==> src/rtl/bus_pkg.sv <==
`default_nettype none
// +----------------------------------------------------------------------+
// | Module      : bus_pkg                                                |
// | Description : Shared constants and helpers for the bus driver        |
// |               endpoint: ID width, broadcast ID, destination          |
// |               extraction and FIFO level width.                       |
// | Revision    : 1.0 - initial release                                  |
// +----------------------------------------------------------------------+
package bus_pkg;

    localparam int ID_W = 8;
    localparam logic [ID_W-1:0] BROADCAST_ID = 8'hFF;

    // Widest packet the destination helper can take; callers zero-extend.
    localparam int MAX_PKT_W = 1024;

    // Occupancy counter width: must be able to represent 0..depth inclusive.
    function automatic int lvl_w(input int d);
        return $clog2(d) + 1;
    endfunction

    // Destination ID lives in the top ID_W bits of a w-bit packet.
    function automatic logic [ID_W-1:0] dest_of(input logic [MAX_PKT_W-1:0] pkt,
                                                 input int                  w);
        return pkt[w-1 -: ID_W];
    endfunction

endpackage
`default_nettype wire

==> src/rtl/sync_fifo_fwft.sv <==
`default_nettype none
// +----------------------------------------------------------------------+
// | Module      : sync_fifo_fwft                                         |
// | Description : Synchronous first-word-fall-through FIFO. Head entry   |
// |               is shown combinationally on rd_data. Writes when full  |
// |               and reads when empty are silently ignored.             |
// | Revision    : 1.0 - initial release                                  |
// +----------------------------------------------------------------------+
module sync_fifo_fwft
    import bus_pkg::*;
#(
    parameter int unsigned bits  = 256,
    parameter int unsigned depth = 8
) (
    input  logic                      clk,
    input  logic                      reset,
    input  logic                      wr,
    input  logic [bits-1:0]           wr_data,
    input  logic                      rd,
    output logic [bits-1:0]           rd_data,
    output logic                      empty,
    output logic                      full,
    output logic [lvl_w(depth)-1:0]   level
);

    localparam int PW = $clog2(depth);
    localparam int LW = lvl_w(depth);
    localparam logic [LW-1:0] C_DEPTH = LW'(depth);

    logic [bits-1:0] r_mem_q [depth];
    logic [PW-1:0]   r_wr_ptr_q;
    logic [PW-1:0]   r_rd_ptr_q;
    logic [LW-1:0]   r_level_q;
    logic [LW-1:0]   w_level_d;
    logic            w_do_wr;
    logic            w_do_rd;

    // Full/empty are judged on the current level only, so a same-cycle read
    // never makes room for a write that arrives while full.
    assign full    = (r_level_q == C_DEPTH);
    assign empty   = (r_level_q == '0);
    assign w_do_wr = wr && !full;
    assign w_do_rd = rd && !empty;
    assign rd_data = r_mem_q[r_rd_ptr_q];
    assign level   = r_level_q;

    // Next occupancy from the accepted write/read pair.
    always_comb begin
        w_level_d = r_level_q;
        if (w_do_wr && !w_do_rd) begin
            w_level_d = r_level_q + LW'(1);
        end else if (!w_do_wr && w_do_rd) begin
            w_level_d = r_level_q - LW'(1);
        end
    end

    // Pointer and level registers; pointers wrap naturally at power-of-two depth.
    always_ff @(posedge clk) begin
        if (reset) begin
            r_wr_ptr_q <= '0;
            r_rd_ptr_q <= '0;
            r_level_q  <= '0;
        end else begin
            if (w_do_wr) begin
                r_wr_ptr_q <= r_wr_ptr_q + PW'(1);
            end
            if (w_do_rd) begin
                r_rd_ptr_q <= r_rd_ptr_q + PW'(1);
            end
            r_level_q <= w_level_d;
        end
    end

    // Storage array; contents need no reset since the level gates visibility.
    always_ff @(posedge clk) begin
        if (w_do_wr) begin
            r_mem_q[r_wr_ptr_q] <= wr_data;
        end
    end

endmodule
`default_nettype wire

==> src/rtl/bus_drvr_endpoint.sv <==
`default_nettype none
// +----------------------------------------------------------------------+
// | Module      : bus_drvr_endpoint                                      |
// | Description : Driver-side bus endpoint. Outbound FWFT queue feeds    |
// |               the arbiter (pndng/pop/D_pop); inbound FWFT queue      |
// |               takes filtered deliveries (push/D_push). Drops are     |
// |               tallied in saturating mis-destination/overflow counts. |
// | Revision    : 1.0 - initial release                                  |
// +----------------------------------------------------------------------+
module bus_drvr_endpoint
    import bus_pkg::*;
#(
    parameter int unsigned     bits      = 256,
    parameter int unsigned     depth     = 8,
    parameter logic [ID_W-1:0] id        = 8'd0,
    parameter logic [ID_W-1:0] broadcast = BROADCAST_ID
) (
    input  logic                     clk,
    input  logic                     reset,
    output logic                     pndng,
    input  logic                     pop,
    output logic [bits-1:0]          D_pop,
    input  logic                     push,
    input  logic [bits-1:0]          D_push,
    input  logic                     tx_wr,
    input  logic [bits-1:0]          tx_data,
    output logic                     tx_full,
    output logic [lvl_w(depth)-1:0]  tx_level,
    output logic                     rx_valid,
    input  logic                     rx_rd,
    output logic [bits-1:0]          rx_data,
    output logic [lvl_w(depth)-1:0]  rx_level,
    output logic [15:0]              rx_ovf_cnt,
    output logic [15:0]              rx_mis_cnt
);

    localparam logic [15:0] C_CNT_MAX = 16'hFFFF;

    logic            w_tx_empty;
    logic            w_rx_empty;
    logic            w_rx_full;
    logic [ID_W-1:0] w_dest;
    logic            w_match;
    logic            w_mis_inc;
    logic            w_ovf_inc;
    logic [15:0]     r_ovf_cnt_q;
    logic [15:0]     r_mis_cnt_q;
    logic [15:0]     w_ovf_cnt_d;
    logic [15:0]     w_mis_cnt_d;

    // Outbound queue: local writes in, arbiter pops out.
    sync_fifo_fwft #(
        .bits  (bits),
        .depth (depth)
    ) u_tx_fifo (
        .clk     (clk),
        .reset   (reset),
        .wr      (tx_wr),
        .wr_data (tx_data),
        .rd      (pop),
        .rd_data (D_pop),
        .empty   (w_tx_empty),
        .full    (tx_full),
        .level   (tx_level)
    );

    assign pndng = !w_tx_empty;

    // Address filter: accept our own ID or the broadcast ID.
    assign w_dest    = dest_of(MAX_PKT_W'(D_push), bits);
    assign w_match   = (w_dest == id) || (w_dest == broadcast);
    assign w_mis_inc = push && !w_match;
    assign w_ovf_inc = push && w_match && w_rx_full;

    // Inbound queue: filtered bus deliveries in, local reads out.
    sync_fifo_fwft #(
        .bits  (bits),
        .depth (depth)
    ) u_rx_fifo (
        .clk     (clk),
        .reset   (reset),
        .wr      (push && w_match),
        .wr_data (D_push),
        .rd      (rx_rd),
        .rd_data (rx_data),
        .empty   (w_rx_empty),
        .full    (w_rx_full),
        .level   (rx_level)
    );

    assign rx_valid = !w_rx_empty;

    // Saturating drop counters: stick at all-ones until reset.
    always_comb begin
        w_ovf_cnt_d = r_ovf_cnt_q;
        w_mis_cnt_d = r_mis_cnt_q;
        if (w_ovf_inc && (r_ovf_cnt_q != C_CNT_MAX)) begin
            w_ovf_cnt_d = r_ovf_cnt_q + 16'd1;
        end
        if (w_mis_inc && (r_mis_cnt_q != C_CNT_MAX)) begin
            w_mis_cnt_d = r_mis_cnt_q + 16'd1;
        end
    end

    // Counter registers.
    always_ff @(posedge clk) begin
        if (reset) begin
            r_ovf_cnt_q <= '0;
            r_mis_cnt_q <= '0;
        end else begin
            r_ovf_cnt_q <= w_ovf_cnt_d;
            r_mis_cnt_q <= w_mis_cnt_d;
        end
    end

    assign rx_ovf_cnt = r_ovf_cnt_q;
    assign rx_mis_cnt = r_mis_cnt_q;

endmodule
`default_nettype wire
==> config.mk <==
export PLATFORM = sky130hd
export DESIGN_NAME = bus_drvr_endpoint
export DESIGN_NICKNAME = d
export VERILOG_FILES = /design/src/rtl/bus_pkg.sv /design/src/rtl/sync_fifo_fwft.sv /design/src/rtl/bus_drvr_endpoint.sv
export SDC_FILE = /design/constraint.sdc
export NUM_CORES = 2
export LEC_CHECK = 0
export CORE_ASPECT_RATIO = 0.5
export CORE_UTILIZATION = 53
export CTS_CLUSTER_SIZE = 40
export DETAILED_ROUTE_END_ITERATION = 10
export PLACE_DENSITY = 0.8
export SYNTH_ARGS = -nofsm -noshare
export SYNTH_HDL_FRONTEND = slang
export SYNTH_SLANG_ARGS = --single-unit
==> constraint.sdc <==
create_clock -name clk -period 34 [get_ports clk]
set_input_delay 5.1 -clock clk [delete_from_list [all_inputs] [get_ports clk]]
set_output_delay 5.1 -clock clk [all_outputs]
set_load 0.01 [all_outputs]
==> impl_metrics.env <==
export IMPL_syn_to_final_growth_pct=17.1
export IMPL_setup_viol_count_final=0
export IMPL_post_cts_buffers=0
export IMPL_drt_pre_antenna_iters=5
export IMPL_syn_inst=6271
export IMPL_finalClockSkew_ns=0.0693
export IMPL_vias=71600
export IMPL_clk_pin_slew_ns=0.07
export IMPL_async_flop_share_pct=0
export IMPL_synth_nets=6803
export IMPL_ys_flop_type="edfxtp_1"
export IMPL_powerDensity_nw_per_um2=69.8
export IMPL_vdd_drop_max_v=0.0000535
export IMPL_syn_area_um2=156000
export IMPL_tritoncts="yes"
export IMPL_hold_class="reg2reg"
export IMPL_final_core_util_pct=62.6
export IMPL_period_minus_slack_ns=11.66
export IMPL_grt_use_total_pct=23.4
export IMPL_outcome="complete, no violations"
export IMPL_required_ns=28.90
export IMPL_clk_latency_ns=0.89
export IMPL_start_util_pct=53.4
export IMPL_htreeDepth=5
export IMPL_max_freq_ghz=0.0858
export IMPL_grt_overflow_total=0
export IMPL_synth_compound_area_share_pct=0.258
export IMPL_row_count=140
export IMPL_dr_first_iter_drc_count=6924
export IMPL_cts_sinks=4154
export IMPL_start_kind="flop"
export IMPL_via_per_inst=6.07
export IMPL_maxSlewHeadroom_pct=20.2
export IMPL_synth_top_family_by_area="multiplexers"
export IMPL_crit_path_end_kind="output pin"
export IMPL_synth_xor_area_share_pct=0.0954
export IMPL_dieArea_um2=297000
export IMPL_grt_pass1_vias=72800
export IMPL_wl_per_cell_um=30.5
export IMPL_drc=0
export IMPL_cts_resized=0
export IMPL_yosys_warnings=0
export IMPL_die_width_um=769
export IMPL_gp_congestion=0.804
export IMPL_grt_max_degree=155
export IMPL_postRouteAntennaNets=0
export IMPL_drive_gt1_share_pct=27.6
export IMPL_antenna_found_initial=143
export IMPL_hold_depth=2
export IMPL_cts_root_to_sink_buffers=4
export IMPL_synth_edf_count=4096
export IMPL_cts_root_buf="clkbuf_16"
export IMPL_design_area_um2=183000
export IMPL_fillCellCount=18400
export IMPL_ff2ff_path_depth=9
export IMPL_io_pins=1073
export IMPL_grt_pass1_wl_um=506000
export IMPL_max_cap_violations=0
export IMPL_synthSimpleGateAreaFrac_pct=0.614
export IMPL_hpwlAfterDp_um=202000
export IMPL_tns_ns=0
export IMPL_nets=8042
export IMPL_cp_max_fo=44
export IMPL_routed_wl_um=360000
export IMPL_hold_buffers=0
export IMPL_cp_arrival_ns=6.56
export IMPL_synth_cell_type_count=51
export IMPL_cts_buffers=349
export IMPL_hold_viol_final=0
export IMPL_coreArea_um2=292000
export IMPL_synth_avg_cell_area_um2=24.9
export IMPL_ys_ff_latch=4154
export IMPL_fin_total_pwr_uw=12800
export IMPL_synthAdderAreaFrac_pct=0.122
export IMPL_portBuffers=1072
export IMPL_p_leak_uw=0.0553
export IMPL_fin_crit_sh_pct=34.3
export IMPL_dpl_cell_area_um2=172000
export IMPL_ys_seq_area_share_pct=79.6
export IMPL_hold_ws_ns=0.483
export IMPL_worstSetupPathType="reg2out"
export IMPL_synthMuxAreaShare_pct=18.5
export IMPL_die_h_um=386
export IMPL_worst_slew_pin_slew_ns=1.20
export IMPL_final_max_slew_viol_count=0
export IMPL_rsz0062_at_grt="false"
-- worst paths after layout --
kind	from	to	slack, ns
max	flop	D_pop[200]	22.34
min	u_tx_fifo.r_rd_ptr_q[1]	flop	0.48
max reg2reg	u_rx_fifo.level[0]	u_rx_fifo.r_mem_q[2][163]	27.68
min reg2reg	u_tx_fifo.r_rd_ptr_q[1]	flop	0.48
-- synth_stat cells (8+ instances only) --
master,instances,area (um^2)
o31ai_1,11,82.6
o21ai_0,9,45.0
xnor2_1,8,70.1
or4_1,12,90.1
dfxtp_1,58,1160
nor2_1,36,135
ha_1,12,150
edfxtp_1,4096,123000
nand4_1,12,75.1
clkbuf_1,129,484
mux2_2,513,5780
mux4_2,1024,23100
or3_1,11,68.8
nor3_1,8,40.0
buf_2,109,546
xor2_1,9,78.8
nand3_1,18,90.1
buf_1,60,225
a21oi_1,32,160
nand2_1,25,93.8
-- cell type report --
cell class	count	area [um^2]	area share (%)
flip-flops and latches	4154	124000	67.9
multi-input cells	1812	30700	16.8
repair buffers	1186	11800	6.45
clock buffers	432	9170	5.02
well taps	3905	4890	2.67
clock inverters	185	1710	0.937
diodes	108	270	0.148
inverters	7	26.3	0.0144
-- state kept, by name (all words and copies together) (netlist names), named ones only --
signal / count
u_tx_fifo.r_wr_ptr_q: 3
u_tx_fifo.r_mem_q: 2048
u_tx_fifo.level: 4
u_tx_fifo.r_rd_ptr_q: 3
u_rx_fifo.r_rd_ptr_q: 3
rx_ovf_cnt: 16
u_rx_fifo.r_mem_q: 2048
u_rx_fifo.level: 4
rx_mis_cnt: 16
u_rx_fifo.r_wr_ptr_q: 3
-- where the power goes --
part	switching [uW]	total (uW)	internal, uW
registers	71.1	5860	5790
clock network	1800	3930	2130
logic	1370	2960	1590
total	3240	12800	9510
-- kinds of logic (layout without fill, tap and decap cells) --
kind of cell | after synthesis | in the layout
multiplexers | 1544 | 1544
XOR/XNOR | 17 | 17
flip-flops | 4154 | 4154
AO/OA/AOI/OAI | 67 | 67
adder cells (fa/ha/maj) | 14 | 14
other | 0 | 108
buffers and inverters | 305 | 1810
AND/OR/NAND/NOR | 170 | 170
-- critical path: stages (launching register included) --
cell	delay [ns]
dfxtp_4	0.92
buf_4	0.71
buf_4	0.77
buf_4	0.83
buf_4	0.76
mux4_2	0.64
mux2_2	0.29
clkdlybuf4s50_1	0.51
-- layer usage --
layer,wire (um),GRT usage [%],vias up
li1,-,-,29600
met4,27700,17.1,16
met1,124000,27.3,38100
met3,18300,3.22,838
met5,105,0,-
met2,190000,40.4,2978
-- per-stage QoR --
| step | instances | worst slack [ns] |
|---|---|---|
| 6_report | 11800 | 22.34 |
| 3_3_place_gp | 11100 | 22.19 |
| 3_5_place_dp | 11100 | 22.10 |
| 4_1_cts | 11700 | 22.06 |
| 2_1_floorplan | 6271 | 0.355 |
| 5_1_grt | 11800 | 21.75 |
-- cells in the final DEF (no fill, tap or decap), types with 32 or more instances in the layout --
cell type / Yosys / final
a21oi_1: 32 / 32
clkinv_1: 0 / 78
nor2_1: 36 / 32
dfxtp_1: 58 / 52
edfxtp_1: 4096 / 4096
clkinv_2: 0 / 48
mux2_2: 513 / 513
mux4_2: 1024 / 1024
clkbuf_16: 0 / 355
clkbuf_1: 129 / 77
diode_2: 0 / 108
clkdlybuf4s50_1: 0 / 1071
buf_4: 0 / 98
Note: power is estimated with default switching activity, not from simulation.
